File: src/rtl/fetch_unit_pkg.sv
// Shared definitions for the instruction fetch stage.
package fetch_unit_pkg;

  localparam int unsigned PC_W         = 32;
  localparam int unsigned IMEM_AW      = 21;
  localparam int unsigned INSTR_W      = 16;
  localparam int unsigned TWO_WORD_BIT = 15;

  // Reset vector: upper PC half lives at word 0, lower half at word 1.
  localparam logic [IMEM_AW-1:0] RESET_VEC_HI_ADDR = 21'd0;
  localparam logic [IMEM_AW-1:0] RESET_VEC_LO_ADDR = 21'd1;

  typedef enum logic [1:0] {
    RST_LO,
    RST_HI,
    FETCH,
    FETCH_IMM
  } fetch_state_t;

endpackage

File: src/rtl/fetch_unit_if_id_reg.sv
// IF/ID pipeline register bank. Priority: reset > hold > clear > load.
module if_id_reg
  import fetch_unit_pkg::*;
(
  input  logic               i_clk,
  input  logic               i_reset,
  input  logic               i_hold,
  input  logic               i_clear,
  input  logic               i_load,
  input  logic [INSTR_W-1:0] i_instr,
  input  logic [INSTR_W-1:0] i_imm,
  input  logic [PC_W-1:0]    i_pc,
  input  logic [PC_W-1:0]    i_pc_next,
  output logic               o_valid,
  output logic [INSTR_W-1:0] o_instr,
  output logic [INSTR_W-1:0] o_imm,
  output logic [PC_W-1:0]    o_pc,
  output logic [PC_W-1:0]    o_pc_next
);

  logic               r_valid;
  logic [INSTR_W-1:0] r_instr;
  logic [INSTR_W-1:0] r_imm;
  logic [PC_W-1:0]    r_pc;
  logic [PC_W-1:0]    r_pc_next;

  // Register bank update; clear only drops valid and leaves the payload as-is.
  always_ff @(posedge i_clk) begin
    if (i_reset) begin
      r_valid   <= 1'b0;
      r_instr   <= '0;
      r_imm     <= '0;
      r_pc      <= '0;
      r_pc_next <= '0;
    end else if (i_hold) begin
      r_valid   <= r_valid;
    end else if (i_clear) begin
      r_valid   <= 1'b0;
    end else if (i_load) begin
      r_valid   <= 1'b1;
      r_instr   <= i_instr;
      r_imm     <= i_imm;
      r_pc      <= i_pc;
      r_pc_next <= i_pc_next;
    end
  end

  assign o_valid   = r_valid;
  assign o_instr   = r_instr;
  assign o_imm     = r_imm;
  assign o_pc      = r_pc;
  assign o_pc_next = r_pc_next;

endmodule

File: src/rtl/fetch_unit.sv
// Instruction fetch: boots PC from the reset vector, then fetches one- and
// two-word instructions into the IF/ID register.
module fetch_unit
  import fetch_unit_pkg::*;
(
  input  logic               clk,
  input  logic               reset,
  input  logic               stall,
  input  logic               flush,
  input  logic               branch_taken,
  input  logic [PC_W-1:0]    branch_target,
  output logic [IMEM_AW-1:0] imem_addr,
  input  logic [INSTR_W-1:0] imem_data,
  output logic               ifid_valid,
  output logic [INSTR_W-1:0] ifid_instr,
  output logic [INSTR_W-1:0] ifid_imm,
  output logic [PC_W-1:0]    ifid_pc,
  output logic [PC_W-1:0]    ifid_pc_next
);

  fetch_state_t       r_state;
  logic [PC_W-1:0]    r_pc;
  logic [INSTR_W-1:0] r_saved_word;
  logic [PC_W-1:0]    r_saved_pc;

  fetch_state_t       w_state_next;
  logic [PC_W-1:0]    w_pc_next;
  logic [PC_W-1:0]    w_pc_inc;
  logic               w_save;
  logic               w_hold;
  logic               w_clear;
  logic               w_load;
  logic [INSTR_W-1:0] w_ld_instr;
  logic [INSTR_W-1:0] w_ld_imm;
  logic [PC_W-1:0]    w_ld_pc;

  assign w_pc_inc = r_pc + 32'd1;

  // State, PC and saved first-word registers.
  always_ff @(posedge clk) begin
    if (reset) begin
      r_state      <= RST_LO;
      r_pc         <= '0;
      r_saved_word <= '0;
      r_saved_pc   <= '0;
    end else begin
      r_state <= w_state_next;
      r_pc    <= w_pc_next;
      if (w_save) begin
        r_saved_word <= imem_data;
        r_saved_pc   <= r_pc;
      end
    end
  end

  // Next-state, PC and IF/ID control; branch > flush > stall > normal.
  always_comb begin
    w_state_next = r_state;
    w_pc_next    = r_pc;
    w_save       = 1'b0;
    w_hold       = 1'b0;
    w_clear      = 1'b0;
    w_load       = 1'b0;
    w_ld_instr   = imem_data;
    w_ld_imm     = '0;
    w_ld_pc      = r_pc;
    imem_addr    = r_pc[IMEM_AW-1:0];
    case (r_state)
      RST_LO: begin
        imem_addr    = RESET_VEC_HI_ADDR;
        w_pc_next    = {imem_data, r_pc[15:0]};
        w_clear      = 1'b1;
        w_state_next = RST_HI;
      end
      RST_HI: begin
        imem_addr    = RESET_VEC_LO_ADDR;
        w_pc_next    = {r_pc[31:16], imem_data};
        w_clear      = 1'b1;
        w_state_next = FETCH;
      end
      default: begin
        if (branch_taken) begin
          w_pc_next    = branch_target;
          w_clear      = 1'b1;
          w_state_next = FETCH;
        end else if (stall && !flush) begin
          w_hold = 1'b1;
        end else begin
          // Flush still advances fetch; the clear simply overrides the load.
          w_clear   = flush;
          w_pc_next = w_pc_inc;
          if (r_state == FETCH_IMM) begin
            w_ld_instr   = r_saved_word;
            w_ld_imm     = imem_data;
            w_ld_pc      = r_saved_pc;
            w_load       = 1'b1;
            w_state_next = FETCH;
          end else if (imem_data[TWO_WORD_BIT]) begin
            w_save       = 1'b1;
            w_clear      = 1'b1;
            w_state_next = FETCH_IMM;
          end else begin
            w_load = 1'b1;
          end
        end
      end
    endcase
  end

  if_id_reg u_if_id_reg (
    .i_clk     (clk),
    .i_reset   (reset),
    .i_hold    (w_hold),
    .i_clear   (w_clear),
    .i_load    (w_load),
    .i_instr   (w_ld_instr),
    .i_imm     (w_ld_imm),
    .i_pc      (w_ld_pc),
    .i_pc_next (w_pc_inc),
    .o_valid   (ifid_valid),
    .o_instr   (ifid_instr),
    .o_imm     (ifid_imm),
    .o_pc      (ifid_pc),
    .o_pc_next (ifid_pc_next)
  );

endmodule

File: config.mk
export PLATFORM = sky130hd
export DESIGN_NAME = fetch_unit
export DESIGN_NICKNAME = d
export VERILOG_FILES = /design/src/rtl/fetch_unit_pkg.sv /design/src/rtl/fetch_unit_if_id_reg.sv /design/src/rtl/fetch_unit.sv
export SDC_FILE = /design/constraint.sdc
export NUM_CORES = 1
export LEC_CHECK = 0
export CAP_MARGIN = 20
export CORE_UTILIZATION = 57
export CTS_CLUSTER_DIAMETER = 200
export CTS_CLUSTER_SIZE = 8
export DETAILED_ROUTE_END_ITERATION = 7
export DONT_BUFFER_PORTS = 1
export PLACE_DENSITY = 0.75
export SYNTH_ARGS = -nofsm -noshare
export SYNTH_HDL_FRONTEND = slang
export SYNTH_SLANG_ARGS = --single-unit
File: constraint.sdc
create_clock -name clk -period 2.3 [get_ports clk]
set_input_delay 0.23 -clock clk [delete_from_list [all_inputs] [get_ports clk]]
set_output_delay 0.23 -clock clk [all_outputs]
set_load 0.05 [all_outputs]
After elaboration in Yosys (flattened, before gate mapping)
Cells that the tools add are included.
W data, S select, Z words.
- latch bits: 0
- memories kept: 0
- output and inout bits: 118
- memory bits (writable): 0
- register bits after elaboration: 179
- bits of input ports: 53
- ROM bits: 0
- equality and inequality tests: 5
- bitwise gates (word level): 4
- $mul: 0
- div/mod/pow operators: 0
- reductions and logical operators: 11
- mux-type cells: 41
- shift-type cells: 0
- $lt $le $gt $ge: 0
- add/sub/neg operators: 1
- operators with widths (kind ; count):
    $mux W32 ; 6
    $mux W16 ; 8
    $pmux W32 S2 ; 1
    $pmux W21 S2 ; 1
    $add A32 B1 Y32 const B ; 1
    $mux W1 ; 20
    $mux W2 ; 4
    $reduce_and A2 Y1 ; 4
    $ne A3 B2 Y1 const B ; 2
    $reduce_bool A5 Y1 ; 1
    $ne A4 B2 Y1 const B ; 1
    $not A1 Y1 ; 4
    $pmux W2 S2 ; 1
    $reduce_and A3 Y1 ; 1
    $eq A2 B1 Y1 const B ; 1
    $eq A2 B2 Y1 const B ; 1
    $logic_not A2 Y1 ; 1
    $reduce_bool A2 Y1 ; 1
    $reduce_or A2 Y1 ; 1
    $logic_and A1 B1 Y1 ; 1
    $logic_not A1 Y1 ; 1

Logic depth before layout (Yosys ltp)
Gate-level depths: netlist of the first run.
- word-level depth: 7
- depth in mapped cells: 7
- depth with buffers taken out: 6

By module
From an unflattened synthesis of the first run, not the netlist that was laid out.
- cell total of the unflattened synthesis: 1187
- area total of the unflattened synthesis: 9591.7 um2
- by module, submodules not included (module ; cells an instance ; area an instance (um2) ; sequential area each (um2) ; instances):
    fetch_unit ; 765 ; 5231.3 ; 1641.6 ; 1
    if_id_reg ; 422 ; 4360.4 ; 1941.9 ; 1

Least setup slack after synthesis of the first run
Ideal clock, no wire load.
- path kind: register -> register
- from: register r_pc[1]
- to: register u_if_id_reg.r_pc_next[30] (netlist: u_if_id_reg.o_pc_next[30])
- period minus slack after synthesis: 2.329 ns
- path buffers: 1
- data required time: 2.221 ns
- path slack: -0.029 ns
- data arrival time: 2.250 ns
- cell stages (with the launch flop): 8
- cell sequence: dfxtp_1 ha_1 nand3_4 or4_4 buf_6 or4_4 xor2_1 a211oi_2
- word-level cells in the longest chain between the ends: 1
- RTL lines (element ; line ; text):
    from (decl) ; fetch_unit.sv:22 ; logic [PC_W-1:0] r_pc;
    from (signal assigned) ; fetch_unit.sv:48 ; r_pc <= w_pc_next;
    $add A32 B1 Y32 ; fetch_unit.sv:37 ; assign w_pc_inc = r_pc + 32'd1;
    to (signal assigned) ; fetch_unit_if_id_reg.sv:44 ; r_pc_next <= i_pc_next;
    to (decl) ; fetch_unit_if_id_reg.sv:25 ; logic [PC_W-1:0] r_pc_next;
No other way between the ends.
A chain may end at the register's enable or synchronous reset.

Final worst setup path of the first run
- from: register r_state[0]
- to: register r_saved_pc[4]
- word-level cells in the longest chain between the ends: 5
- elaborated cells on any way between the ends: 8
- classes of those cells: eq/ne (2); mux (4); reduce/logical (2)
- RTL lines (element ; line ; text):
    from (decl) ; fetch_unit.sv:21 ; fetch_state_t r_state;
    from (signal assigned) ; fetch_unit.sv:47 ; r_state <= w_state_next;
    $eq A2 B2 Y1 ; fetch_unit.sv:92 ; if (r_state == FETCH_IMM) begin
    $mux W1 ; fetch_unit.sv:92 ;
    $mux W1 ; fetch_unit.sv:86 ; end else if (stall && !flush) begin
    $mux W1 ; fetch_unit.sv:82 ; if (branch_taken) begin
    $mux W1 * ; fetch_unit.sv:68 ; case (r_state)
    to (signal assigned) ; fetch_unit.sv:51 ; r_saved_pc <= r_pc;
    to (decl) ; fetch_unit.sv:24 ; logic [PC_W-1:0] r_saved_pc;
Mark *: on every way between the ends. The rest lies on a longest branch, timed or not.

==> impl_results.md, run 1 <==
* FF+latch count, synth at 179
* Gr usage total at 0.3496
* Yosys warnings at 0
* HPWL after detailed placement at approximately 16 mm
* Max Root-Sink Buffers at 2
* Die Footprint at 0.01508 sq mm
* CTS tree: done
* Worst path required time at 2.68 ns
* First-pass GRT wire length at 39.76 mm
* Reg2Reg Launch Point: r_state[0]$_SDFFE_PP0P_
* Pwr/cell area at 725.1 mW/mm^2
* Number of port buffers at 0
* Num CTS Buffers at 17
* Gpl congestion at 0.8928
* Leakage power at 4.032 nW
* DRT antenna net count at 0
* Syn Inst Count at 1002
* Final Cycle Share at 0.9909
* VDD IR max at 0.5598 mV
* Post-synth ARST share at 0
* Area grow syn2layout at 24.32%
* EDFF count, synth at 0
* CP Capture Type: flip-flop
* Slew margin rel. at 0.5541
* Final-report hold violation count at 0
* Routed WL per cell at 21.71 um
* Crit path largest cell delay at 0.57 ns
* Tmin final at approximately 2.3 ns
* GRT overflow at 0
* Actual slew at the worst max-slew pin at 0.6627 ns
* Register area at 0.003587 sq mm
* Core area at 0.01404 sq mm
* Synth area leader: dfxtp_1
* Share of layout cells above drive strength 1 at 0.1213
* H-Tree Depth at 4
* Crit-path leading delay family: buffers and inverters
* Share of the synthesized area in the top cell type at 0.4308
* Cells along the critical path: buf_4 > nand2b_1 > nor3_4 > buf_4 > nand2_1 > a21oi_1 > dlygate4sd3_1
* Mean Syn Cell Area at 8.301 sq um
* Nets at 1129
* CP Class: reg2reg
* Finish-stage setup viols at 0
* DRT iter0 DRCs at approximately 1100
* Routed wire length at 27.53 mm
* Worst-path fanout max at 14
* DR pass1 iterations at 6
* Synth cell count leaders: 179 x dfxtp_1, 142 x nor2_1, 122 x nand2_1
* Startpoint types: flip-flop
* Vias/cell at 6.419
* Root Buffer: clkbuf_16
* Max Slew Vio Count at 0
* Reg clk slew, reported paths at about 0.07 ns
* Initial Util at 0.5924
* Largest net degree at the start of global routing at 109
* Max Fclk at 438.8 MHz
* Main area contributors after synthesis: dfxtp_1 43%, a211oi_1 6.9%, nor2_1 6.4%
* Vias in the first global route at 7318
* DR vias at a little over 8000
* CTS Sinks at 179
* Synthesized Nets at 1056
* Post-Synthesis Cell Area at slightly above 0.008 sq mm
* DIE WIDTH at between 100 and 150 um
* Register area share after synthesis at 0.4308
* # DRC at 0
* Io pins at 171
* CP most frequent cell: buf_4
* DIE HEIGHT at 122.8 um
* Fin Hold WS at 0.01634 ns
* Worst Hold Launch: branch_target[27]
* Max-Cap Viols at 0
* Crit path launch: r_state[0]$_SDFFE_PP0P_
* Fill count at 1000
* Dominant synthesized flop cell: dfxtp_1
* Post-Route Utilization at 0.7364
* Netlist cell types at 57
* Power Total at 7.498 mW
* Clk_skew at between 0.007 and 0.008 ns
* Initial antenna violation count at 1
* Count leader, synth: dfxtp_1
* Rows at 43
* Arrival @ worst endpoint at 2.66 ns
* Hold Crit Class: in2reg
* Status: complete, no violations
* Multi-input gate area at roughly 0.0043 sq mm
* Sum of buffers and inverters on the critical path at 3
* Antenna diodes at 0
* Worst skew pair latency at 0.44 ns
* Critical-path top delay cell: dlygate4sd3_1
-- metal layers --
metal	up-vias	GRT usage	share of wire
li1	3698	-	-
met4	0	0.1532	0.043
met1	3832	0.4417	0.39
met3	100	0.1064	0.12
met5	-	0	0
met2	509	0.5485	0.45
-- cell families after synthesis --
family / Yosys count / share of synthesized area
flip-flops: 179 / 0.4308
multiplexers: 54 / 0.06513
buffers and inverters: 113 / 0.05746
adder cells (fa/ha/maj): 1 / 0.001504
AND/OR/NAND/NOR: 371 / 0.2053
AO/OA/AOI/OAI: 257 / 0.2113
XOR/XNOR: 27 / 0.02843
-- path summary, 6_finish.rpt --
check,endpoint,slack (ns),depth (start not counted)
max,r_saved_pc[4]$_SDFFE_PP0P_,0.02,7
min,r_pc[27]$_SDFFE_PP0P_,0.02,2
max reg2reg,r_saved_pc[4]$_SDFFE_PP0P_,0.02,7
min reg2reg,r_saved_pc[10]$_SDFFE_PP0P_,0.45,2
-- cells in the final DEF, fill, tap and decap left out, types with 3 or more instances in the layout --
cell type,n
a22o_1,6
or4_1,4
a22oi_1,23
o31ai_1,3
bufinv_16,5
mux2i_1,53
and4_1,4
o211ai_1,3
xnor2_1,17
buf_6,10
a222oi_1,13
nor4_1,7
inv_1,5
nor4_2,3
a211oi_1,74
nand3_1,17
xor2_1,10
and2_1,21
dlygate4sd3_1,86
a21o_1,4
clkbuf_16,19
nand2_1,122
dfxtp_1,178
nor2_1,142
a21oi_1,68
o22ai_1,5
nand2b_1,8
and3_1,5
o21ai_0,25
a2bb2oi_1,7
or4_4,3
buf_4,60
nand4_1,6
nor3_1,11
a31oi_1,5
a211oi_2,4
clkinv_2,3
-- registers in the layout (all words and copies together) (netlist names) --
name                   count
r_pc                      32
r_saved_pc                32
r_saved_word              16
r_state                    2
u_if_id_reg.o_imm         16
u_if_id_reg.o_instr       16
u_if_id_reg.o_pc          32
u_if_id_reg.o_pc_next     32
u_if_id_reg.o_valid        1
-- per-stage QoR --
step                worst slack, ns  area, sq um  setup TNS (ns)  instances
floorplan                  0.005116         8320               0       1002
global placement             0.1840         8611               0       1135
detailed placement           0.1454         8611               0       1135
CTS                         0.02705        10140               0       1254
global route               -0.04801        10340        -0.07554       1268
finish                      0.02103        10340               0       1268
-- power by group --
part           internal (mW)  switching (mW)
combinational          0.394           0.547
clock                   1.93            1.24
sequential              3.19           0.198
total                   5.51            1.98
-- what timing repair did --
item / 4_1_cts / 5_1_grt
buffers inserted: 0 / 9
hold buffers: 87 / 0
endpoints found under the hold margin: 177 / 0
endpoints found under the setup margin: 0 / 65
resized for setup: 0 / 21
-- cell type report --
type	instances	share of cell area
multi-input cells	710	0.4181
flip-flops and latches	179	0.3469
repair buffers	162	0.1495
clock buffers	19	0.04186
well taps	180	0.02178
clock inverters	13	0.01996
inverters	5	0.001815
Note: power is estimated with default switching activity, not from simulation.
==> inputs of run 2 (changes only) <==
--- a/config.mk
+++ b/config.mk
@@ -12,6 +12,7 @@
 export DETAILED_ROUTE_END_ITERATION = 7
 export DONT_BUFFER_PORTS = 1
 export PLACE_DENSITY = 0.75
+export REMOVE_ABC_BUFFERS = 1
 export SYNTH_ARGS = -nofsm -noshare
 export SYNTH_HDL_FRONTEND = slang
 export SYNTH_SLANG_ARGS = --single-unit
==> impl_results.md, run 2 (synthesis gave the netlist of run 1 again) <==
* Initial antenna violation count at 0 (-1)
* DRT iter0 DRCs at 762 (-28%)
* DR vias at 7481 (-8.1%)
* Tmin final at 2.199 ns (-0.08026 ns)
* Routed WL per cell at 19.64 um (-9.6%)
* First-pass GRT wire length at 36.29 mm (-8.7%)
* Max Root-Sink Buffers at 2 (unchanged)
* Worst-path fanout max at 28 (+14)
* CP Capture Type: flip-flop
* Max-Cap Viols at 0 (unchanged)
* Fill count at 1144 (+14%)
* Initial Util at 0.5924 (unchanged)
* Worst skew pair latency at 0.43 ns (about the same)
* Io pins at 171 (unchanged)
* DP Area at 0.008638 sq mm (+0.32%)
* Critical-path top delay cell: dlygate4sd3_1
* Failing checks: hold timing
* CP most frequent cell: buf_12
* Power Total at 7.190 mW (-4.1%)
* Die Footprint at 0.01508 sq mm (unchanged)
* Actual slew at the worst max-slew pin at 0.6673 ns (+0.004546 ns)
* Commonest non-fill, non-tap cell in the layout: dfxtp_1
* Final-report hold violation count at 78 (+78)
* Pwr/cell area at 747.1 mW/mm^2 (+3.0%)
* Num CTS Buffers at 17 (unchanged)
* Routed wire length at 23.53 mm (-15%)
* Number of port buffers at 0 (unchanged)
* Post-Route Utilization at 0.6854 (-0.05106)
* Vias/cell at 6.245 (-2.7%)
* CTS tree: done
* H-Tree Depth at 4 (unchanged)
* Startpoint types: flip-flop
* Cells along the critical path: buf_12 > nand2b_2 > buf_12 > nor3_4 > buf_4 > nand2_1 > a21oi_1 > dlygate4sd3_1
* Status: finished with violations
* HPWL after detailed placement at 15.51 mm (-0.64%)
* Nets at 1060 (-6.1%)
* Crit path largest cell delay at 0.58 ns (about the same)
* Reg clk slew, reported paths at 0.07 ns (about the same)
* Sum of buffers and inverters on the critical path at 4 (+1)
* Crit-path leading delay family: buffers and inverters
* Vias in the first global route at 6630 (-9.4%)
* # DRC at 0 (unchanged)
* Leakage power at 3.584 nW (-11%)
* CP Class: reg2reg
* Area grow syn2layout at 15.70%
* Hold Crit Class: in2reg
* Non-Filler Cell Area, Final at 0.009624 sq mm (-6.9%)
* Clk_skew at 0.007272 ns (-0.00001549 ns)
* Max Slew Vio Count at 0 (unchanged)
* CTS Sinks at 179 (unchanged)
* Rows at 43 (unchanged)
* DIE WIDTH at 122.8 um (unchanged)
* DRT antenna net count at 0 (unchanged)
* Gpl congestion at 0.9383 (+5.1%)
* DIE HEIGHT at 122.8 um (unchanged)
* Antenna diodes at 0 (unchanged)
* Fin Hold WS at -0.1141 ns (-0.1305 ns)
* Most frequent cells in the layout: 178 x dfxtp_1, 142 x nor2_1, 122 x nand2_1, 76 x a211oi_1, 69 x a21oi_1
* Largest net degree at the start of global routing at 187 (+72%)
* VDD IR max at 0.5077 mV (-9.3%)
* Setup_tns at 0 ns (unchanged)
* DR pass1 iterations at 8 (+2)
* Finish-stage setup viols at 0 (unchanged)
* Worst path required time at 2.67 ns (about the same)
* Slew margin rel. at 0.5542 (about the same)
* Share of layout cells above drive strength 1 at 0.1130 (-0.008357)
* Unrepaired setup endpoints after global routing: true
* Gr usage total at 0.3176 (-0.03198)
* Arrival @ worst endpoint at 2.57 ns (-0.09 ns)
* Root Buffer: clkbuf_16
* Final Cycle Share at 0.9560 (-0.03489)
* GRT overflow at 0 (unchanged)
* Max Fclk at 454.8 MHz (+3.6%)
* Core area at 0.01404 sq mm (unchanged)
[run 2: cell types whose count changed in the layout (fill, tap and decap cells not counted), sizes merged]
cell / before / now
clkbuf: 21 / 20
dlygate4sd3: 86 / 31
clkinvlp: 2 / 4
clkinv: 5 / 3
bufinv: 5 / 3
buf: 74 / 62
[run 2: final cells by class]
type | count | area, sq um | share of cell area
Clock inverter | 11 | 155.1 | 0.01612
Clock buffer | 20 | 446.7 | 0.04641
Timing Repair Buffer | 93 | 883.3 | 0.09178
Tap cell | 180 | 225.2 | 0.02340
Inverter | 5 | 18.77 | 0.001950
Sequential cell | 179 | 3585 | 0.3725
Multi-Input combinational cell | 710 | 4310 | 0.4479
[run 2: per-layer routing]
layer | share of wire | global-route usage | vias up
li1 | - | - | 3576
met1 | 0.41 | 0.4137 | 3499
met2 | 0.45 | 0.4768 | 358
met3 | 0.11 | 0.1125 | 48
met4 | 0.026 | 0.1265 | 0
met5 | 0 | 0 | -
[run 2: metrics by stage]
stage               instances  setup WS (ns)
CTS                      1192        0.01002
finish                   1198         0.1013
floorplan                 894         -11.66
global placement         1134         0.1938
global route             1198       -0.01317
detailed placement       1134         0.1371
[run 2: where the power goes]
group          switching [mW]  internal, mW  total, mW
Sequential              0.184          3.19       3.38
Combinational           0.491         0.371      0.862
Clock                    1.21          1.74       2.95
Total                    1.89          5.30       7.19
[run 2: what timing repair did]
action,CTS,global route
hold buffers,27,4
resized for setup,0,17
hold endpoints to repair,177,146
buffers inserted,0,1
endpoints found under the setup margin,0,25
[run 2: final timing paths]
| kind | startpoint | endpoint | slack (ns) | cells past startpoint |
|---|---|---|---|---|
| setup reg to reg | r_state[1]$_SDFFE_PP0P_ | r_saved_word[14]$_SDFFE_PP0P_ | 0.10 | 8 |
| hold reg to reg | r_saved_word[10]$_SDFFE_PP0P_ | r_saved_word[10]$_SDFFE_PP0P_ | 0.45 | 2 |
| hold / removal | reset | u_if_id_reg.o_instr[10]$_SDFFE_PP0P_ | -0.11 | 1 |
| setup / recovery | r_state[1]$_SDFFE_PP0P_ | r_saved_word[14]$_SDFFE_PP0P_ | 0.10 | 8 |
